### src/rtl/ctrl_spi_pkg.sv
// Shared constants and state encoding for the SPI word transmitter.
// SPI_TX_CHECKSUM_EN selects the 80-bit frame (four words plus a sum word).
package ctrl_spi_pkg;

    localparam int WORD_BITS        = 16;
    localparam int N_WORDS          = 4;
    localparam int FRAME_BITS_PLAIN = WORD_BITS * N_WORDS;
    localparam int FRAME_BITS_CSUM  = WORD_BITS * (N_WORDS + 1);

`ifdef SPI_TX_CHECKSUM_EN
    localparam int FRAME_BITS = FRAME_BITS_CSUM;
`else
    localparam int FRAME_BITS = FRAME_BITS_PLAIN;
`endif

    // Wide enough to hold FRAME_BITS itself, since the bit counter starts there.
    localparam int BIT_CNT_W = $clog2(FRAME_BITS + 1);

    typedef enum logic [1:0] {
        ST_IDLE  = 2'd0,
        ST_SETUP = 2'd1,
        ST_SHIFT = 2'd2,
        ST_GAP   = 2'd3
    } state_t;

endpackage

### src/rtl/spi_tx_tick.sv
// Half-period timer: strobes on the last cycle of every SPI phase while enabled.
// Parked at its reload value whenever the transmitter is not busy.
module spi_tx_tick #(
    parameter int CLK_DIV = 4
) (
    input  logic clk,
    input  logic rst_n,
    input  logic en,
    output logic strobe
);

    localparam logic [7:0] RELOAD = 8'(CLK_DIV - 1);

    logic [7:0] cnt_reg;
    logic [7:0] cnt_next;

    always_comb begin
        cnt_next = cnt_reg;
        if (!en) begin
            cnt_next = RELOAD;
        end else if (cnt_reg == 8'd0) begin
            cnt_next = RELOAD;
        end else begin
            cnt_next = cnt_reg - 8'd1;
        end
    end

    always_ff @(posedge clk or negedge rst_n) begin
        if (!rst_n) begin
            cnt_reg <= 8'd0;
        end else begin
            cnt_reg <= cnt_next;
        end
    end

    assign strobe = en && (cnt_reg == 8'd0);

endmodule

### src/rtl/spi_word_tx.sv
// Mode-0 SPI transmitter sending four 16-bit words MSB first under one chip select.
// Defining SPI_TX_CHECKSUM_EN appends a fifth word holding the 16-bit sum of the four.
module spi_word_tx
    import ctrl_spi_pkg::*;
#(
    parameter int CLK_DIV = 4
) (
    input  logic                 i_clock,
    input  logic                 i_reset_n,
    input  logic                 i_start,
    input  logic [WORD_BITS-1:0] i_data0,
    input  logic [WORD_BITS-1:0] i_data1,
    input  logic [WORD_BITS-1:0] i_data2,
    input  logic [WORD_BITS-1:0] i_data3,
    output logic                 o_busy,
    output logic                 o_done,
    output logic                 o_SPI_CS,
    output logic                 o_SPI_clock,
    output logic                 o_SPI_data
);

    state_t                 state_reg;
    state_t                 state_next;
    logic [FRAME_BITS-1:0]  shreg_reg;
    logic [FRAME_BITS-1:0]  shreg_next;
    logic [BIT_CNT_W-1:0]   bit_cnt_reg;
    logic [BIT_CNT_W-1:0]   bit_cnt_next;
    logic                   sck_reg;
    logic                   sck_next;
    logic                   cs_reg;
    logic                   cs_next;
    logic                   busy_reg;
    logic                   busy_next;
    logic                   done_reg;
    logic                   done_next;

    logic                   strobe;
    logic [WORD_BITS-1:0]   words [N_WORDS];
    logic [FRAME_BITS-1:0]  frame_load;

    assign words[0] = i_data0;
    assign words[1] = i_data1;
    assign words[2] = i_data2;
    assign words[3] = i_data3;

    // Word 0 lands in the most significant slot so it leaves first.
    for (genvar gi = 0; gi < N_WORDS; gi++) begin : g_pack
        assign frame_load[FRAME_BITS-1-gi*WORD_BITS -: WORD_BITS] = words[gi];
    end

`ifdef SPI_TX_CHECKSUM_EN
    logic [WORD_BITS-1:0] csum;

    always_comb begin
        csum = '0;
        for (int i = 0; i < N_WORDS; i++) begin
            csum = csum + words[i];
        end
    end

    assign frame_load[WORD_BITS-1:0] = csum;
`endif

    spi_tx_tick #(
        .CLK_DIV (CLK_DIV)
    ) u_tick (
        .clk    (i_clock),
        .rst_n  (i_reset_n),
        .en     (busy_reg),
        .strobe (strobe)
    );

    always_ff @(posedge i_clock or negedge i_reset_n) begin
        if (!i_reset_n) begin
            state_reg   <= ST_IDLE;
            shreg_reg   <= '0;
            bit_cnt_reg <= '0;
            sck_reg     <= 1'b0;
            cs_reg      <= 1'b1;
            busy_reg    <= 1'b0;
            done_reg    <= 1'b0;
        end else begin
            state_reg   <= state_next;
            shreg_reg   <= shreg_next;
            bit_cnt_reg <= bit_cnt_next;
            sck_reg     <= sck_next;
            cs_reg      <= cs_next;
            busy_reg    <= busy_next;
            done_reg    <= done_next;
        end
    end

    always_comb begin
        state_next   = state_reg;
        shreg_next   = shreg_reg;
        bit_cnt_next = bit_cnt_reg;
        sck_next     = sck_reg;
        cs_next      = cs_reg;
        busy_next    = busy_reg;
        done_next    = 1'b0;

        case (state_reg)
            ST_IDLE: begin
                if (i_start) begin
                    shreg_next   = frame_load;
                    bit_cnt_next = BIT_CNT_W'(FRAME_BITS);
                    sck_next     = 1'b0;
                    cs_next      = 1'b0;
                    busy_next    = 1'b1;
                    state_next   = ST_SETUP;
                end
            end

            ST_SETUP: begin
                if (strobe) begin
                    sck_next   = 1'b1;
                    state_next = ST_SHIFT;
                end
            end

            // Data moves on the falling edge so it is stable across each rising edge.
            ST_SHIFT: begin
                if (strobe) begin
                    if (sck_reg) begin
                        sck_next   = 1'b0;
                        shreg_next = {shreg_reg[FRAME_BITS-2:0], 1'b0};
                        if (bit_cnt_reg != '0) begin
                            bit_cnt_next = bit_cnt_reg - BIT_CNT_W'(1);
                        end
                    end else if (bit_cnt_reg == '0) begin
                        cs_next    = 1'b1;
                        done_next  = 1'b1;
                        state_next = ST_GAP;
                    end else begin
                        sck_next = 1'b1;
                    end
                end
            end

            ST_GAP: begin
                if (strobe) begin
                    busy_next  = 1'b0;
                    state_next = ST_IDLE;
                end
            end

            default: begin
                sck_next   = 1'b0;
                cs_next    = 1'b1;
                busy_next  = 1'b0;
                state_next = ST_IDLE;
            end
        endcase
    end

    assign o_busy      = busy_reg;
    assign o_done      = done_reg;
    assign o_SPI_CS    = cs_reg;
    assign o_SPI_clock = sck_reg;
    assign o_SPI_data  = shreg_reg[FRAME_BITS-1];

endmodule
### config.mk
export PLATFORM = sky130hd
export DESIGN_NAME = spi_word_tx
export DESIGN_NICKNAME = d
export VERILOG_FILES = /design/src/rtl/ctrl_spi_pkg.sv /design/src/rtl/spi_tx_tick.sv /design/src/rtl/spi_word_tx.sv
export SDC_FILE = /design/constraint.sdc
export NUM_CORES = 1
export LEC_CHECK = 0
export CAP_MARGIN = 20
export CORE_MARGIN = 10
export CORE_UTILIZATION = 48
export DETAILED_ROUTE_END_ITERATION = 8
export GPL_TIMING_DRIVEN = 0
export PLACE_DENSITY = 0.76
export SLEW_MARGIN = 40
export SYNTH_ARGS = -nofsm -noshare
export SYNTH_HDL_FRONTEND = slang
export SYNTH_SLANG_ARGS = --single-unit
### constraint.sdc
create_clock -name i_clock -period 2 [get_ports i_clock]
set_input_delay 0.6 -clock i_clock [delete_from_list [all_inputs] [get_ports i_clock]]
set_output_delay 0.6 -clock i_clock [all_outputs]
set_load 0.05 [all_outputs]
[Yosys cells after proc, flatten, opt, wreduce, memory -nomap -nowiden]
Cells that the tools add are included.
Cells by class
  mux-type cells: 35
  $add $sub $neg: 2
  eq/ne operators: 11
  reduce and logical (&&, ||, !) cells: 14
Operator list (count)
  $mux 64: 3
  $pmux 64 s2: 1
  $mux 7: 4
  $mux 8: 2
  $ne 2x2->1 const B: 8
  $mux 1: 14
  $pmux 7 s2: 1
  $mux 2: 6
  $reduce_and 5->1: 2
  $logic_not 8->1: 1
  $pmux 2 s4: 1
  $reduce_and 4->1: 2
  $sub 8x1->8 const B: 1
  $logic_not 7->1: 1
  $reduce_bool 7->1: 1
  $sub 7x1->7 const B: 1
  $reduce_and 6->1: 1
  $eq 2x2->1 const B: 2
  $pmux 1 s2: 2
  $reduce_bool 2->1: 2
  $pmux 1 s3: 1
  $reduce_and 3->1: 1
  $reduce_bool 3->1: 1
  $eq 2x1->1 const B: 1
  other kinds (2): 2
Storage, ports and cells
  register bits: 85
  bits of input ports: 67
  logic and storage cells: 70

[Logic depth before layout (Yosys ltp)]
Gate-level depths: netlist of the first run.
  depth in word-level cells: 5
  gate-level depth with buffers: 9
  depth with buffers taken out: 6

[By module]
From an unflattened synthesis of the first run, not the netlist that was laid out.
Second synthesis, totals
  cells, all modules: 403
  area, all modules: 4115.2 sq um
By module, submodules not included
  spi_word_tx: instances 1, sequential area each 1928.1 sq um, cells each 358, area each 3698.5 sq um
  spi_tx_tick: instances 1, sequential area each 200.2 sq um, cells each 45, area each 416.6 sq um

[Worst setup path before layout of the first run]
Ideal clock, no wire load.
  kind: reg2reg
  from: register busy_reg, in the netlist o_busy
  to: register shreg_reg[10]
  stages on the path, launching flop included: 6
  setup time: 0.125 ns
  setup slack: -0.124 ns
  arrival time: 2.000 ns
  path through: dfrtp_1 -> and4bb_2 -> nand3_4 -> a21oi_4 -> buf_6 -> mux2_2
Between the ends
  longest elaborated chain between the ends: 3
RTL lines
  start: declaration: RTL line spi_word_tx.sv:32  | logic busy_reg;
  start signal: assignment: RTL line spi_word_tx.sv:88  | busy_reg <= busy_next;
  $logic_and 1x1->1: RTL line spi_tx_tick.sv:36  | assign strobe = en && (cnt_reg == 8'd0);
  $ne 2x2->1 (no source line)
  $reduce_and 4->1 (no source line)
  end signal: assignment: RTL line spi_word_tx.sv:84  | shreg_reg <= shreg_next;
  end: declaration: RTL line spi_word_tx.sv:24  | logic [FRAME_BITS-1:0] shreg_reg;
No other way between the ends.
A chain may end at the register's enable or synchronous reset.

[Worst setup path in the final report of the first run]
  from: register u_tick.cnt_reg[0]
  to: register shreg_reg[63]
Between the ends
  longest elaborated chain between the ends: 4
RTL lines
  start: declaration: RTL line spi_tx_tick.sv:14  | logic [7:0] cnt_reg;
  start signal: assignment: RTL line spi_tx_tick.sv:32  | cnt_reg <= cnt_next;
  $logic_not 8->1: RTL line spi_tx_tick.sv:36
  $logic_and 1x1->1: RTL line spi_tx_tick.sv:36
  $ne 2x2->1 (no source line)
  $reduce_and 4->1 (no source line)
No other way between the ends.

==> flow_metrics.py, run 1 <==
metrics = {
    "floorplan": {
        "core_area_um2": 8850,
        "rows": 34,
        "fp.dieH_um": 116,
        "die_x_um": 116,
        "io_pins": 72,
        "start_util": 0.499,
        "die_area_um2": 13400,
    },
    "critical_path": {
        "cp.buffers_inverters": 3,
        "worstPathArrival_ps": 2250,
        "crit_type": "reg2reg",
        "start_kind": "flop",
        "critPathCaptureType": "flop",
        "crit_required_ps": 2250,
        "max_stage_delay_ps": 410,
        "critPathSlowestCell": "dfrtp_1",
        "cp_max_fo": 10,
        "path_cells": "inv_2 > ha_4 > and4bb_2 > nand3_4 > a21oi_4 > buf_12 > buf_6 > mux2_2",
        "critPathTopFamily": "simple AND/OR/NAND/NOR gates",
    },
    "final_layout": {
        "final_cell_area_um2": 5650,
        "n_antenna_cell": 0,
        "fin_util": 0.639,
        "drive_above_1_share": 0.436,
        "seq_area_um2": 2130,
        "largest_register_ffs": 64,
        "num-fill-cells": 700,
        "syn2layout_area_growth_pct": 28.0,
        "nets": 503,
        "multi_input_comb_area_um2": 2200,
    },
    "routing": {
        "routed-via-count": 2926,
        "viasPerCell": 5.41,
        "ant_nets": 0,
        "first_pass_iters": 4,
        "drc": 0,
        "dr.first_iter.drc_count": 64,
        "drt-total-wl_um": 9150,
        "avgRoutedWirePerCell_um": 16.9,
    },
    "global_routing": {
        "track_usage": 0.140,
        "grt_max_degree": 52,
        "grt_remaining_overflow": 0,
        "grt_pass1_vias": 3138,
        "antenna_found_initial": 0,
        "grt_pass1_wl_um": 15200,
    },
    "logic_synthesis": {
        "synth_most_common_cell": "mux2_2",
        "ys_ff_latch": 85,
        "synth_cell_types": 48,
        "yosys_warnings": 0,
        "yosysTopAreaCell": "dfrtp_1",
        "synth_top_area_frac": 0.476,
        "syn_nets": 411,
        "ys.flop_type": "dfrtp_1",
        "synth_common_cells": "122 x mux2_2, 84 x dfrtp_1, 13 x nor2_1, 10 x nand2_1",
        "synthTopCellsByArea": "dfrtp_1 48%, mux2_2 31%, ha_1 2.3%, buf_6 1.8%, mux2_1 1.3%",
        "avgSynthCellArea_um2": 13.1,
        "synth_area_um2": 4420,
        "async_flop_share": 1.00,
        "synth_seq_area_share": 0.482,
        "synth-edff-count": 0,
        "syn_inst": 336,
    },
    "sta": {
        "fin_worst_skew_ps": 8.41,
        "tightest_slew_ps": 477,
        "finalSetupViolCount": 4,
        "setup_ws_ps": -2.63,
        "maxSlewHeadroom": 0.674,
        "finalHoldViolCount": 0,
        "setup_tns_ps": -7.14,
        "fmax_mhz": 499,
        "holdWs_ps": 113,
        "period_needed_ps": 2000,
        "fin_crit_sh": 1.00,
        "finalMaxSlewViolations": 0,
        "rsz0062_at_grt": "yes",
    },
    "clocking": {
        "htree_num_levels": 3,
        "cts_buffers": 9,
        "cts_tree": "done",
        "cts_root_buf": "clkbuf_8",
        "clock_sinks": 85,
        "clockBufferDepth": 2,
        "insertion_delay_ps": 360,
        "clkTransAtPathRegs_ps": 90,
    },
    "placed_design": {
        "placed_area_um2": 5290,
        "io_buffers": 71,
        "place_hpwl_um": 6480,
        "gp_congestion": 0.811,
        "pre_cts_ws_ps": -582,
    },
    "flow_run": {
        "maxCapViolCount": 0,
    },
    "worst_hold_path": {
        "hold_path.class": "in2async",
    },
    "status": {
        "outcome": "finished, violations left",
        "violations": "setup timing",
    },
    "power_and_ir_drop": {
        "p_per_area_nw_per_um2": 1530,
        "leakagePower_uw": 0.00236,
        "irDropWorstVdd_uv": 637,
    },
}
## power breakdown
part | leakage, uW | switching (uW) | internal, uW
Sequential | 0.00102 | 468 | 2550
Combinational | 0.00124 | 1760 | 2570
Clock | 0.000101 | 614 | 704
## cells by family (layout without fill, tap and decap cells)
| logic type | count (synthesis) | count (layout) | synth area share |
|---|---|---|---|
| fa+ha+maj | 8 | 8 | 0.0227 |
| flops | 85 | 85 | 0.482 |
| simple gates | 51 | 51 | 0.0677 |
| mux | 129 | 129 | 0.328 |
| buf+inv | 25 | 122 | 0.0337 |
| xor+xnor | 6 | 6 | 0.0119 |
| compound gates | 32 | 32 | 0.0538 |
## cell type report
type | count | share of cell area
plain buffers | 16 | 0.0235
clock buffers | 12 | 0.0239
clock inverters | 4 | 0.0128
inverters | 8 | 0.00531
multi-input cells | 226 | 0.389
flip-flops and latches | 85 | 0.377
well taps | 108 | 0.0239
repair buffers | 82 | 0.145
## what timing repair did
item	CTS	global route
hold buffers	0	0
endpoints found under the hold margin	0	0
pin swaps	3	3
buffers inserted	8	2
setup endpoints to repair	79	69
resized for setup	24	13
## routing by layer
metal / part of all wire / up-vias / global-route usage / routed length (um)
met4: 0.014 / 0 / 0.0475 / 130
met3: 0.047 / 14 / 0.0372 / 432
met5: 0 / - / 0 / 0
met1: 0.44 / 1447 / 0.173 / 4040
li1: - / 1406 / - / -
met2: 0.50 / 59 / 0.234 / 4540
## through the flow
step | std cells | power, uW
2_1_floorplan | 336 | 6180
3_5_place_dp | 516 | 7080
4_1_cts | 540 | 8630
6_report | 541 | 8670
3_3_place_gp | 515 | 6910
5_1_grt | 541 | 9290
## worst paths after layout
check,slack (ps),startpoint,end,cells after the start
worst max-delay path,-3,u_tick.cnt_reg[0],shreg_reg[63],8
worst min-delay path,110,i_reset_n,shreg_reg[3],1
worst max register to register,-3,u_tick.cnt_reg[0],shreg_reg[63],8
worst min register to register,490,shreg_reg[14],shreg_reg[14],1
max in group asynchronous,1330,i_reset_n,shreg_reg[9],2
min in group i_clock,490,shreg_reg[14],shreg_reg[14],1
## layout by cell type (no fill, tap or decap), types with 3 or more instances in the layout
master and count:
buf_4 9, mux2_2 121, clkbuf_8 9, clkbuf_2 7
clkdlybuf4s50_1 64, o21ai_0 4, a21oi_1 7, clkbuf_1 3
dfrtp_1 83, mux2_1 5, xnor2_1 4, o31ai_1 3
dlygate4sd2_1 4, nand2_1 10, buf_6 9, ha_1 5
nand2b_1 6, inv_1 5, inv_2 3, nor2_1 13
nor2b_1 3
(Power assumes the default switching activity.)
==> run 2: changes to the inputs <==
--- a/config.mk
+++ b/config.mk
@@ -7,10 +7,10 @@
 export LEC_CHECK = 0
 export CAP_MARGIN = 20
 export CORE_MARGIN = 10
-export CORE_UTILIZATION = 48
+export CORE_UTILIZATION = 45
 export DETAILED_ROUTE_END_ITERATION = 8
+export DONT_BUFFER_PORTS = 1
 export GPL_TIMING_DRIVEN = 0
-export PLACE_DENSITY = 0.76
 export SLEW_MARGIN = 40
 export SYNTH_ARGS = -nofsm -noshare
 export SYNTH_HDL_FRONTEND = slang
==> run 2 against run 1 <==
- the run ends with hold timing, setup timing left
- highest routed layer is now met5
- maximum frequency decreased by 0.18%
- critical endpoint is now shreg_reg[6]
- flip-flop and latch count unchanged
- combinational power is 27% higher
- clock-buffer cell count fell by 2
- largest power group unchanged
- via count is 5.4% lower
- non-clock buffer count is 56 lower
- sequential share of layout area up 1.5 points
- clock power barely moved
- register-to-register slack about the same
==> flow_metrics.py, run 2 (same netlist as run 1, synthesis figures left out) <==
metrics = {
    "status": {
        "outcome": "finished, violations left",
        "violations": "hold timing, setup timing",
    },
    "sta": {
        "rsz0062_at_grt": "yes",
        "finalHoldViolCount": 84,
        "setup_ws_ps": -6.27,
        "fin_worst_skew_ps": 9.22,
        "holdWs_ps": -72.1,
        "finalMaxSlewViolations": 0,
        "tightest_slew_ps": 692,
        "period_needed_ps": 2010,
        "finalSetupViolCount": 7,
        "fmax_mhz": 498,
        "maxSlewHeadroom": 0.539,
        "fin_crit_sh": 1.00,
    },
    "final_layout": {
        "layout_commonest_cell": "dfrtp_1",
        "nets": 447,
        "largest_register_ffs": 64,
        "fin_util": 0.562,
        "mostFrequentLayoutCells": "83 x dfrtp_1, 71 x mux2_2, 53 x mux2_4",
        "drive_above_1_share": 0.549,
        "final_cell_area_um2": 5440,
        "syn2layout_area_growth_pct": 23.2,
    },
    "placed_design": {
        "gp_congestion": 0.826,
        "pre_cts_ws_ps": -375,
        "place_hpwl_um": 5950,
        "io_buffers": 0,
        "placed_area_um2": 4580,
    },
    "critical_path": {
        "r2r_start": "u_tick.cnt_reg[1]",
        "critPathTopFamily": "flip-flops",
        "crit_end": "shreg_reg[6]",
        "path_depth": 8,
        "cp.buffers_inverters": 3,
        "critPathSlowestCell": "dfrtp_1",
        "worstPathArrival_ps": 2250,
        "worst-r2r-setup-slack_ps": -6,
        "path_cells": "inv_2 > ha_4 > and4bb_2 > nand3_4 > a21oi_4 > buf_12 > buf_12 > mux2_2",
        "reg2regPathDepth": 8,
        "critPathCaptureType": "flop",
        "cp_common_cell": "buf_12",
        "start_kind": "flop",
        "crit_required_ps": 2250,
        "r2r-end": "shreg_reg[6]",
        "cp_max_fo": 10,
        "max_stage_delay_ps": 400,
        "startpoint": "u_tick.cnt_reg[1]",
        "crit_type": "reg2reg",
    },
    "routing": {
        "drc": 0,
        "routed-via-count": 2767,
        "viasPerCell": 5.40,
        "ant_nets": 0,
        "first_pass_iters": 4,
        "avgRoutedWirePerCell_um": 19.0,
        "drt-total-wl_um": 9710,
        "dr.first_iter.drc_count": 120,
    },
    "power_and_ir_drop": {
        "p_per_area_nw_per_um2": 1830,
        "p_sw_frac": 0.318,
        "intPower_uw": 6780,
        "seq_power_share": 0.314,
        "leakagePower_uw": 0.00239,
        "irDropWorstVdd_uv": 834,
        "switchingPower_uw": 3160,
        "p_clk_frac": 0.135,
        "power_frac_comb": 0.552,
    },
    "clocking": {
        "insertion_delay_ps": 360,
        "clkTransAtPathRegs_ps": 90,
        "clock_sinks": 85,
        "cts_root_buf": "clkbuf_8",
        "htree_num_levels": 3,
        "cts_buffers": 9,
        "cts_tree": "done",
        "clockBufferDepth": 2,
    },
    "global_routing": {
        "grt_pass1_wl_um": 14400,
        "antenna_found_initial": 4,
        "track_usage": 0.126,
        "grt_max_degree": 86,
        "grt_pass1_vias": 2880,
        "grt_remaining_overflow": 0,
    },
    "floorplan": {
        "io_pins": 72,
        "core_area_um2": 9680,
        "rows": 36,
        "fp.dieH_um": 119,
        "die_area_um2": 14200,
        "start_util": 0.456,
        "die_x_um": 119,
    },
    "flow_run": {
        "maxCapViolCount": 0,
    },
    "worst_hold_path": {
        "hold_path.class": "in2async",
    },
}
-- run 2: cell types whose count changed in the layout (fill, tap and decap cells not counted), moves of 4 or more --
cell / previous run / this run
buf_6: 9 / 3
mux2_2: 121 / 71
buf_4: 9 / 18
dlygate4sd2_1: 4 / 0
clkdlybuf4s50_1: 64 / 0
mux2_4: 1 / 53
clkbuf_16: 0 / 5
buf_12: 1 / 5
-- run 2: worst min-delay path by stage --
stage	endpoint	from	slack (ps)	cells after the start
after CTS	shreg_reg[46]	i_reset_n	-90	0
after floorplan	bit_cnt_reg[0]	i_reset_n	300	0
after global routing	bit_cnt_reg[0]	i_reset_n	-100	0
after global placement	o_SPI_clock	i_reset_n	310	0
final	o_done	i_reset_n	-70	0
after detailed placement	o_SPI_clock	i_reset_n	310	0
-- run 2: power by group through the flow --
stage,sequential [uW],clock (uW),combinational [uW]
floorplan,2970,0,3210
global placement,3080,0,3640
detailed placement,3110,0,3720
CTS,3070,1390,4120
global route,3230,1460,5900
finish,3120,1340,5480
-- run 2: worst register-to-register path: cells and delay by family, from the launching register on --
family,cells,cell delay (ps)
buffers and inverters,3,420
DFF,1,400
and+or+nand+nor,2,380
muxes,1,330
AOI/OAI and AO/OA,1,230
adders and majority gates,1,130
-- run 2: metal layers --
layer	vias up	wire, um	GRT usage
met4	2	163	0.0626
met5	-	18	0
met2	64	4760	0.197
li1	1289	-	-
met3	14	806	0.0600
met1	1398	3960	0.142
-- run 2: final cells by class --
class / count / area (um2)
Fill cell: 787 / 4240
Multi-Input combinational cell: 226 / 2420
Sequential cell: 85 / 2130
Timing Repair Buffer: 26 / 297
Buffer: 16 / 173
Tap cell: 133 / 166
Clock buffer: 10 / 128
Clock inverter: 6 / 86.3
Inverter: 8 / 30.0
Antenna cell: 2 / 5.00
-- run 2: repair_timing --
action | 4_1_cts | 5_1_grt
endpoints found under the setup margin | 74 | 71
cloned | 0 | 6
pin swaps | 3 | 7
resized for setup | 21 | 72
buffers inserted | 14 | 6
hold endpoints to repair | 84 | 84
-- run 2: metrics by stage --
stage / TNS (ps) / instances / total power, uW / hold WS (ps)
global route: -2990 / 511 / 10600 / -102
global placement: -17420 / 469 / 6720 / 309
detailed placement: -19520 / 469 / 6830 / 309
finish: -18.8 / 512 / 9940 / -72.1
CTS: -0.523 / 498 / 8580 / -91.7
floorplan: 0 / 336 / 6180 / 304
==> run 3: changes to the inputs <==
--- a/config.mk
+++ b/config.mk
@@ -5,6 +5,7 @@
 export SDC_FILE = /design/constraint.sdc
 export NUM_CORES = 1
 export LEC_CHECK = 0
+export ABC_AREA = 1
 export CAP_MARGIN = 20
 export CORE_MARGIN = 10
 export CORE_UTILIZATION = 45
==> run 3 against run 2 <==
- the flow finishes with violations (hold timing)
- sequential share of layout area is 5.2 points higher
- synthesized cell count increased by 31%
- design area is 12% lower
- worst hold slack better by 9.7 ps
- non-clock buffer count decreased by 19
- critical path depth is 2 lower
- via count is 8.2% higher
- worst setup slack gained 120 ps
- critical path type unchanged
- critical endpoint is now shreg_reg[28]
- largest power group unchanged
==> flow_metrics.py, run 3 <==
metrics = {
    "status": {
        "outcome": "finished, violations left",
        "violations": "hold timing",
    },
    "critical_path": {
        "cp_max_fo": 10,
        "max_stage_delay_ps": 450,
        "critPathCaptureType": "flop",
        "critPathSlowestCell": "dfrtp_2",
        "crit_required_ps": 2240,
        "path_cells": "inv_1 > ha_2 > buf_2 > buf_2 > mux2i_1 > o21ai_2",
        "crit_type": "reg2reg",
        "cp.buffers_inverters": 3,
        "cp_common_cell": "buf_2",
        "r2r_start": "state_reg[0]",
        "start_kind": "flop",
        "worstPathArrival_ps": 2120,
        "startpoint": "state_reg[0]",
        "path_depth": 6,
        "critPathTopFamily": "buffers and inverters",
        "reg2regPathDepth": 6,
    },
    "power_and_ir_drop": {
        "switchingPower_uw": 3820,
        "leakagePower_uw": 0.00220,
        "p_per_area_nw_per_um2": 1850,
        "power_frac_comb": 0.515,
        "intPower_uw": 5060,
        "seq_power_share": 0.350,
        "p_clk_frac": 0.135,
        "irDropWorstVdd_uv": 735,
        "p_sw_frac": 0.430,
    },
    "logic_synthesis": {
        "syn_inst": 441,
        "async_flop_share": 1.00,
        "yosys_warnings": 0,
        "synth_most_common_cell": "nand2_1",
        "synth_top_area_frac": 0.476,
        "synth_cell_types": 28,
        "ys.flop_type": "dfrtp_1",
        "avgSynthCellArea_um2": 10.0,
        "synthTopCellsByArea": "dfrtp_1 48%, mux2i_1 14%, nand2_1 9.4%, o21ai_2 8.7%, buf_6 2.8%",
        "syn_nets": 516,
        "synth_common_cells": "110 x nand2_1, 84 x dfrtp_1, 63 x mux2i_1, 44 x o21ai_2, 23 x o21ai_1",
        "ys_ff_latch": 85,
        "synth-edff-count": 0,
        "synth_area_um2": 4410,
        "yosysTopAreaCell": "dfrtp_1",
        "synth_seq_area_share": 0.482,
    },
    "clocking": {
        "cts_root_buf": "clkbuf_8",
        "clockBufferDepth": 2,
        "cts_tree": "done",
        "clkTransAtPathRegs_ps": 80,
        "insertion_delay_ps": 350,
        "htree_num_levels": 3,
        "cts_buffers": 9,
        "clock_sinks": 85,
    },
    "final_layout": {
        "num-fill-cells": 903,
        "syn2layout_area_growth_pct": 8.82,
        "largest_register_ffs": 64,
        "n_antenna_cell": 0,
        "nets": 528,
        "fin_util": 0.498,
        "drive_above_1_share": 0.210,
        "layout_commonest_cell": "nand2_1",
        "mostFrequentLayoutCells": "110 x nand2_1, 83 x dfrtp_1, 63 x mux2i_1",
    },
    "routing": {
        "routed-via-count": 2994,
        "first_pass_iters": 4,
        "avgRoutedWirePerCell_um": 15.5,
        "dr.first_iter.drc_count": 136,
        "viasPerCell": 5.07,
        "drc": 0,
        "ant_nets": 0,
        "drt-total-wl_um": 9160,
    },
    "global_routing": {
        "grt_pass1_vias": 3077,
        "grt_remaining_overflow": 0,
        "grt_max_degree": 86,
        "grt_pass1_wl_um": 15400,
        "antenna_found_initial": 0,
        "track_usage": 0.132,
    },
    "sta": {
        "rsz0062_at_grt": "no",
        "setup_ws_ps": 116,
        "fin_crit_sh": 0.942,
        "tightest_slew_ps": 659,
        "fmax_mhz": 531,
        "finalMaxSlewViolations": 0,
        "finalSetupViolCount": 0,
        "period_needed_ps": 1880,
        "finalHoldViolCount": 84,
        "maxSlewHeadroom": 0.561,
        "fin_worst_skew_ps": 6.88,
        "holdWs_ps": -62.4,
        "setup_tns_ps": 0,
    },
    "placed_design": {
        "place_hpwl_um": 6590,
        "pre_cts_ws_ps": 40.5,
        "gp_congestion": 0.811,
        "io_buffers": 0,
    },
    "floorplan": {
        "io_pins": 72,
        "fp.dieH_um": 119,
        "core_area_um2": 9640,
        "die_area_um2": 14200,
        "rows": 36,
        "die_x_um": 119,
        "start_util": 0.458,
    },
    "flow_run": {
        "maxCapViolCount": 0,
    },
    "worst_hold_path": {
        "hold_path.class": "in2async",
    },
}
==> run 3: cell count changes after synthesis, sizes merged, moves of 4 or more <==
cell    change
mux2i      +61
nand2b      -6
o21ai      +65
nor2        +8
buf         +9
nand3       +7
nand2     +101
xor2        +4
clkbuf      -4
mux2      -127
nand4       +5
inv        +16
==> run 3: final timing paths <==
check | slack, ps | end
setup / recovery | 120 | shreg_reg[28]
hold / removal | -60 | shreg_reg[2]
setup reg to reg | 120 | shreg_reg[28]
hold reg to reg | 480 | shreg_reg[23]
max in group asynchronous | 1890 | o_SPI_CS
min in group i_clock | 400 | shreg_reg[0]
==> run 3: what timing repair did <==
| action | CTS | global route |
|---|---|---|
| resized for setup | 1 | 9 |
| pin swaps | 0 | 2 |
| setup endpoints to repair | 1 | 73 |
| buffers inserted | 0 | 1 |
| endpoints found under the hold margin | 84 | 84 |
==> run 3: final cells by class <==
class,count,area (um2),area share
timing repair buffer,1,7.51,0.00156
tap,133,166,0.0347
inverter,24,90.1,0.0188
sequential,85,2130,0.444
clock buffer,15,196,0.0409
buffer,22,189,0.0394
multi-input combinational,310,2020,0.421
==> run 3: cells by family (layout without fill, tap and decap cells) <==
group,count (synthesis),count (layout),synth area share
AO/OA/AOI/OAI,77,77,0.125
buffers and inverters,46,62,0.0610
AND/OR/NAND/NOR,155,155,0.152
adder cells (fa/ha/maj),8,8,0.0227
flip-flops,85,85,0.482
multiplexers,63,63,0.143
XOR/XNOR,7,7,0.0139
==> run 3: metal layers <==
layer,vias up,share of wire,track usage
li1,1494,-,-
met1,1439,0.45,0.166
met2,50,0.47,0.203
met3,11,0.055,0.0416
met4,0,0.019,0.0611
met5,-,0,0
==> run 3: through the flow <==
stage | hold slack [ps] | std cells | area, um2 | total power (uW)
floorplan | 304 | 441 | 4410 | 6830
global placement | 309 | 574 | 4580 | 7590
detailed placement | 309 | 574 | 4580 | 7710
CTS | -86.4 | 589 | 4780 | 8940
global route | -93.6 | 590 | 4800 | 9700
finish | -62.4 | 590 | 4800 | 8880
==> run 3: power by group through the flow <==
| stage | Clock, uW | Sequential [uW] | Combinational (uW) |
|---|---|---|---|
| after global routing | 1320 | 3210 | 5160 |
| after CTS | 1240 | 3110 | 4590 |
| final | 1200 | 3110 | 4570 |
| after floorplan | 0 | 2990 | 3830 |
| after detailed placement | 0 | 3130 | 4580 |
| after global placement | 0 | 3110 | 4480 |
